--- src/rtl/alarm_fsm_param.sv ---
// Alarm-clock keypad entry controller with parameterised alarm slots and digits.
// Optional entry idle timeout is enabled by defining KEY_TIMEOUT_EN.
module alarm_fsm_param #(
    parameter int NUM_ALARMS    = 4,
    parameter int NUM_DIGITS    = 4,
    parameter int TIMEOUT_TICKS = 10,
    parameter int NOKEY         = 10,
    localparam int AW = (NUM_ALARMS > 1) ? $clog2(NUM_ALARMS) : 1,
    localparam int DW = $clog2(NUM_DIGITS + 1)
) (
    input  logic                  clock,
    input  logic                  reset,
    input  logic                  one_second,
    input  logic                  time_button,
    input  logic                  alarm_button,
    input  logic [3:0]            key,
    input  logic [AW-1:0]         alarm_idx,
    output logic                  show_new_time,
    output logic                  show_a,
    output logic [AW-1:0]         alarm_sel,
    output logic [NUM_ALARMS-1:0] load_new_a,
    output logic                  load_new_c,
    output logic                  reset_count,
    output logic                  shift,
    output logic [DW-1:0]         digit_cnt,
    output logic                  time_out
);

    typedef enum logic [2:0] {
        SHOW_TIME,
        KEY_STORED,
        KEY_WAITED,
        KEY_ENTRY,
        SHOW_ALARM,
        SET_ALARM_TIME,
        SET_CURRENT_TIME
    } state_t;

    localparam logic [DW-1:0] DMAX = DW'(NUM_DIGITS);

    state_t        state_q, state_d;
    logic [AW-1:0] sel_q, sel_d;
    logic [DW-1:0] cnt_q, cnt_d;
    logic          key_valid;
    logic          cnt_full;
    logic [AW-1:0] idx_ok;

    assign key_valid = (key <= 4'd9) && (int'(key) != NOKEY);
    assign cnt_full  = (cnt_q >= DMAX);
    assign idx_ok    = (int'(alarm_idx) < NUM_ALARMS) ? alarm_idx : '0;

`ifdef KEY_TIMEOUT_EN
    localparam logic [7:0] TMAX = 8'(TIMEOUT_TICKS);

    logic [7:0] tmr_q, tmr_d;
    logic       waiting;

    assign waiting = (state_q == KEY_WAITED) || (state_q == KEY_ENTRY);

    // A keypress restarts the idle window even before the FSM reacts.
    always_comb begin
        tmr_d = tmr_q;
        if (!waiting || key_valid) begin
            tmr_d = '0;
        end else if (one_second && (tmr_q != TMAX)) begin
            tmr_d = tmr_q + 8'd1;
        end
    end

    always_ff @(posedge clock or posedge reset) begin
        if (reset) begin
            tmr_q <= '0;
        end else begin
            tmr_q <= tmr_d;
        end
    end

    assign time_out = (tmr_q == TMAX);
`else
    logic unused_tick;
    assign unused_tick = one_second;
    assign time_out    = 1'b0;
`endif

    always_comb begin
        state_d = state_q;
        sel_d   = sel_q;
        cnt_d   = cnt_q;
        unique case (state_q)
            SHOW_TIME: begin
                cnt_d = '0;
                if (alarm_button) begin
                    state_d = SHOW_ALARM;
                    sel_d   = idx_ok;
                end else if (key_valid) begin
                    state_d = KEY_STORED;
                end
            end
            KEY_STORED: begin
                state_d = KEY_WAITED;
                if (!cnt_full) begin
                    cnt_d = cnt_q + 1'b1;
                end
            end
            KEY_WAITED: begin
                if (!key_valid) begin
                    state_d = KEY_ENTRY;
                end else if (time_out) begin
                    state_d = SHOW_TIME;
                end
            end
            KEY_ENTRY: begin
                if (alarm_button) begin
                    state_d = SET_ALARM_TIME;
                    sel_d   = idx_ok;
                end else if (time_button) begin
                    state_d = SET_CURRENT_TIME;
                end else if (key_valid && !cnt_full) begin
                    state_d = KEY_STORED;
                end else if (time_out) begin
                    state_d = SHOW_TIME;
                end
            end
            SHOW_ALARM: begin
                if (!alarm_button) begin
                    state_d = SHOW_TIME;
                end
            end
            SET_ALARM_TIME:   state_d = SHOW_TIME;
            SET_CURRENT_TIME: state_d = SHOW_TIME;
            default:          state_d = SHOW_TIME;
        endcase
    end

    always_ff @(posedge clock or posedge reset) begin
        if (reset) begin
            state_q <= SHOW_TIME;
            sel_q   <= '0;
            cnt_q   <= '0;
        end else begin
            state_q <= state_d;
            sel_q   <= sel_d;
            cnt_q   <= cnt_d;
        end
    end

    always_comb begin
        show_new_time = 1'b0;
        show_a        = 1'b0;
        load_new_c    = 1'b0;
        reset_count   = 1'b0;
        shift         = 1'b0;
        load_new_a    = '0;
        unique case (state_q)
            KEY_STORED: begin
                show_new_time = 1'b1;
                shift         = 1'b1;
            end
            KEY_WAITED:     show_new_time = 1'b1;
            KEY_ENTRY:      show_new_time = 1'b1;
            SHOW_ALARM:     show_a = 1'b1;
            SET_ALARM_TIME: begin
                for (int i = 0; i < NUM_ALARMS; i++) begin
                    load_new_a[i] = (sel_q == AW'(i));
                end
            end
            SET_CURRENT_TIME: begin
                load_new_c  = 1'b1;
                reset_count = 1'b1;
            end
            default: ;
        endcase
    end

    assign alarm_sel = sel_q;
    assign digit_cnt = cnt_q;

endmodule

--- config.mk ---
export PLATFORM = sky130hd
export DESIGN_NAME = alarm_fsm_param
export DESIGN_NICKNAME = d
export VERILOG_FILES = /design/src/rtl/alarm_fsm_param.sv
export SDC_FILE = /design/constraint.sdc
export NUM_CORES = 1
export LEC_CHECK = 0
export ABC_AREA = 1
export CAP_MARGIN = 20
export CORE_MARGIN = 2
export CORE_UTILIZATION = 35
export DETAILED_ROUTE_END_ITERATION = 10
export GPL_TIMING_DRIVEN = 0
export HOLD_SLACK_MARGIN = 0.06
export PLACE_DENSITY_LB_ADDON = 0.2
export SLEW_MARGIN = 20
export SYNTH_ARGS = -nofsm -noshare
export SYNTH_HDL_FRONTEND = slang
export SYNTH_SLANG_ARGS = --single-unit
--- constraint.sdc ---
create_clock -name clock -period 1.2 [get_ports clock]
set_clock_uncertainty 0.1 [all_clocks]
set_input_delay 0.18 -clock clock [delete_from_list [all_inputs] [get_ports clock]]
set_output_delay 0.18 -clock clock [all_outputs]
set_load 0.05 [all_outputs]
; ---- Word-level counts from Yosys, hierarchy flattened
; Index checks and enable logic that the tools add are counted.
[word_totals]
word_cells = 47
inputBits = 11
register_bits = 8
[op_classes]
eq_ne = 15
addsub = 1
magnitude_cmp = 2
n_reduce_logical = 11
muxes = 15
[op_table]
columns = cell, count
row1 = 3-bit 2-to-1 mux, 8
row2 = 3-bit case mux with 5 select lines, 1
row3 = 3-bit equality test (second input constant), 3
row4 = 4-bit inequality test (second input constant), 2
row5 = 3-bit by 2-bit equality test with 1-bit output (second input constant), 2
row6 = 2-bit inequality test (second input constant), 3
row7 = 3-bit case mux with 2 select lines, 1
row8 = 2-bit equality test (second input constant), 2
row9 = 4-bit <= comparator (second input constant), 1
row10 = 1-bit 2-to-1 mux, 4
row11 = 4-bit 2-to-1 mux, 1
row12 = 2-bit AND reduction, 2
row13 = 4-bit AND reduction, 1
row14 = 3-bit by 1-bit adder with 3-bit output (second input constant), 1
row15 = 3-bit by 1-bit equality test with 1-bit output (second input constant), 1
row16 = 3-bit greater-or-equal comparator (second input constant), 1
row17 = 3-bit logical NOT, 1
row18 = 3-bit inequality test (second input constant), 1
row19 = 3-bit OR reduction, 1
row20 = 2-bit by 1-bit equality test with 1-bit output (second input constant), 1
row21 = 1-bit logical AND, 2
row22 = 2-bit logical NOT, 1
row23 = 2-bit nonzero test, 1
row24 = 2-bit OR reduction, 1
row25 = 1-bit logical NOT, 1

; ---- Longest topological paths before layout
[logic_depth]
word_depth = 7
mapped_depth = 8
ltp_nobuf = 7

; ---- Worst setup path after synthesis
; No wires, ideal clock.
[synth_timing]
kind = reg2out
startpoint = register state_q[0]
endpoint = output reset_count
t_arrival_ns = 1.999
stages_incl_launch_ff = 4
setup_slack_ns = -1.079
cell_sequence = dfrtp_1 -> buf_6 -> nor3_1 -> buf_4
[synth_between]
elab_chain_len = 2
[synth_lines]
columns = element, line
row1 = "start, declared", 41  ; state_t state_q, state_d;
row2 = "start signal, assigned", 141  ; state_q <= state_d;
row3 = 3-bit equality test, --
row4 = 1-bit 2-to-1 mux, --
row5 = "end, declared", 23  ; output logic reset_count,
; Every way passes these cells.

; ---- Worst setup path after layout
[layout_timing]
startpoint = register state_q[1]
endpoint = output show_a
[layout_between]
elab_chain_len = 2
[layout_lines]
columns = element, line
row1 = 3-bit equality test, 154  ; unique case (state_q)
row2 = 1-bit 2-to-1 mux, 154
row3 = "end, declared", 19  ; output logic show_a,
; Every way passes these cells.

==> summary.txt <==
GRT Util Overall - 16.9%
Total number of vias - 630
GR Overflow Total - 0
Crit. End Element - primary output
P_leak - 0.000498 uW
DRT iter0 DRCs - 3
Ant. Diodes - 0
Pre-CTS setup slack - -0.912 ns
Avg Vias per Cell - 4.85
# rows - 14
NetSw - 1540 uW
Die Span X - 43.8 um
Compound-Gate Fraction of Synth Area - 11.0%
Reg power frac - 19.3%
Final core utilization - 71.9%
Final hold violation count - 0
Die area - 1920 um2
Register-to-Register Setup Slack - -0.29 ns
Reg-to-Reg Start - state_q[1]$_DFFE_PP0P_
Violated checks - setup timing
Chip height - 43.8 um
Commonest non-fill, non-tap cell in the layout - buf_6
Wire per inst - 11.3 um
Detailed Place HPWL - 1.02 mm
MaxCap Viol Count - 0
Buf/Inv on CP - 3
Clock tree sinks - 8
Initial core utilization - 37.3%
CP max stage delay - 0.43 ns
Fin. max-slew vios - 0
Core area - 1490 um2
Multiplexer share of the synthesized area - 0%
GPL Wtd Cong - 0.722
Largest net degree at the start of global routing - 9
Power Density - 2670 nW/um2
Layout cells sized above 1 - 56.1%
Post-Synth Simple-Gate Area - 34.9%
Post-DRT Antenna Nets - 0
Critical path class - register to primary output
Comb pwr share - 72.6%
CP Data Required Time - 0.92 ns
Largest family of logic cells by synthesized area - simple AND/OR/NAND/NOR gates
CTS Buf Count - 3
Detailed Route WL - 1.47 mm
Unrepaired setup endpoints after global routing - true
Post-layout net count - 127
Sw frac - 53.8%
H-Tree Depth - 1
Clock root cell - clkbuf_4
Critical path cell sequence - buf_4 -> nor2_4 -> nand2_4 -> clkinvlp_4 -> buf_6
Clock Power Share - 8.1%
Initial antenna violation count - 0
Pint - 1320 uW
R2R Path End - state_q[1]$_DFFE_PP0P_
Mapped cell area - 556 um2
Post-synthesis area per instance - 7.12 um2
Max IR drop VDD - 0.00142 V
PnR worst setup slack - -0.381 ns
Min-Delay Path Class - input pin to async pin
Cells after synthesis - 78
Final setup fails - 16
First-pass GRT wire length - 2.37 mm
CP arrival - 1.30 ns
Sequential fraction of the synthesis area - 36.0%
Filler cell count - 126
Final Critical Period - 1.58 ns
TritonCTS clock tree - done
# DRC - 0
Critical path peak fanout - 3
Crit share post-route - 132%
Syn_nets - 90
DRT Pass-1 Iters - 2
I/O Pins - 26
CP max-delay cell - dfrtp_2
Fmax - 633 MHz
Area share of fa/ha/maj cells after synthesis - 2.25%
Clk pin slew, worst setup/hold paths - 0.06 ns
Synth-to-Final Area Change - 92.8%
Vias in the first global route - 555
Distinct cells, synth - 21
Most frequent cells in the layout - buf_6 (14), buf_4 (12), nor2_1 (11), inv_1 (8), clkdlybuf4s50_1 (8)
XOR/XNOR share of the synthesized area - 1.58%
Worst Setup Start Kind - register
IO buf count - 22
Clk Latency, worst-skew pair - 0.26 ns
#FFs+latches synth - 8
Max Buffers Root-to-Sink - 2
Crit path max-delay family - flip-flops
FF-to-FF path depth - 9
Synth warnings - 0
Outcome - complete, but fails checks
[logic make-up (layout without fill, tap and decap cells)]
kind of cell    count (synthesis)  in the layout
buf+inv                        16             52
simple gates                   40             40
compound gates                 11             11
xor+xnor                        1              1
fa+ha+maj                       1              1
other cells                     1              1
flops                           8              8
[worst max-delay path by stage]
stage	from	endpoint	slack [ns]	cells past startpoint
floorplan	state_q[1]$_DFFE_PP0P_	reset_count	-0.34	3
global placement	state_q[1]$_DFFE_PP0P_	load_new_a[1]	-0.88	4
detailed placement	state_q[1]$_DFFE_PP0P_	load_new_a[1]	-0.91	4
CTS	state_q[1]$_DFFE_PP0P_	load_new_a[0]	-0.36	4
global route	state_q[1]$_DFFE_PP0P_	load_new_a[0]	-0.44	4
finish	state_q[1]$_DFFE_PP0P_	show_a	-0.38	5
[worst reg2reg max path: stages (launching register included)]
cell     delay (ns)
dfrtp_2        0.43
buf_4          0.16
buf_4          0.14
buf_4          0.15
nand3_2        0.08
nor2_2         0.05
nor2_4         0.11
nand3_2        0.06
nand2_1        0.06
nand2_1        0.04
[what timing repair did]
| action | in CTS | in global routing |
|---|---|---|
| resized for setup | 106 | 12 |
| endpoints found under the setup margin | 21 | 21 |
| pin swaps | 6 | 3 |
| hold buffers | 0 | 0 |
| setup buffers | 6 | 4 |
[synth_stat cells, drive strengths merged]
| cell type | number | area [um2] |
|---|---|---|
| ha | 1 | 12.5 |
| inv | 13 | 48.8 |
| o221ai | 1 | 8.76 |
| nand3 | 6 | 35.0 |
| o21ai | 6 | 30.0 |
| nor3 | 5 | 25.0 |
| conb | 1 | 3.75 |
| nand4 | 1 | 6.26 |
| buf | 3 | 26.3 |
| a21oi | 3 | 15.0 |
| nor2 | 16 | 75.1 |
| xnor2 | 1 | 8.76 |
| nand2 | 12 | 52.6 |
| dfrtp | 8 | 200 |
| o21bai | 1 | 7.51 |
[layer usage]
layer / wire, um / vias to the layer above / share of wire [%] / GRT usage (%)
li1: - / 319 / - / -
met1: 630 / 297 / 43 / 20.4
met2: 784 / 10 / 53 / 28.5
met3: 38 / 4 / 2.6 / 2.50
met4: 21 / 0 / 1.4 / 9.09
met5: 0 / - / 0 / 0
[through the flow]
step                      TNS, ns  total power, uW  hold slack, ns  area (um2)  std cells
final                       -4.38             2860          0.0596        1070        130
after global routing        -5.47             3040          0.0988        1070        130
after CTS                   -3.76             2660          0.0684        1000        126
after detailed placement    -9.53             2140           0.353         877        116
after global placement      -9.28             2120           0.346         877        116
after floorplan             -2.04             1720          -0.105         637         78
[cell type report]
type / count / area, um2 / share of cell area [%]
Timing Repair Buffer: 32 / 313 / 29.2
Tap cell: 16 / 20.0 / 1.87
Multi-Input combinational cell: 54 / 415 / 38.8
Inverter: 13 / 58.8 / 5.49
Buffer: 3 / 30.0 / 2.80
Clock buffer: 4 / 26.3 / 2.45
Sequential cell: 8 / 208 / 19.4
[power by group through the flow]
stage	Combinational, uW	Clock (uW)	Sequential [uW]
after floorplan	952	0	769
after global placement	1570	0	551
after detailed placement	1590	0	557
after CTS	1860	243	556
after global routing	2200	263	570
final	2080	231	552
[flip-flops by register name (all words and copies together), names as in the netlist]
register,count
alarm_sel,2
digit_cnt,3
state_q,3
Note: power is estimated with default switching activity, not from simulation.
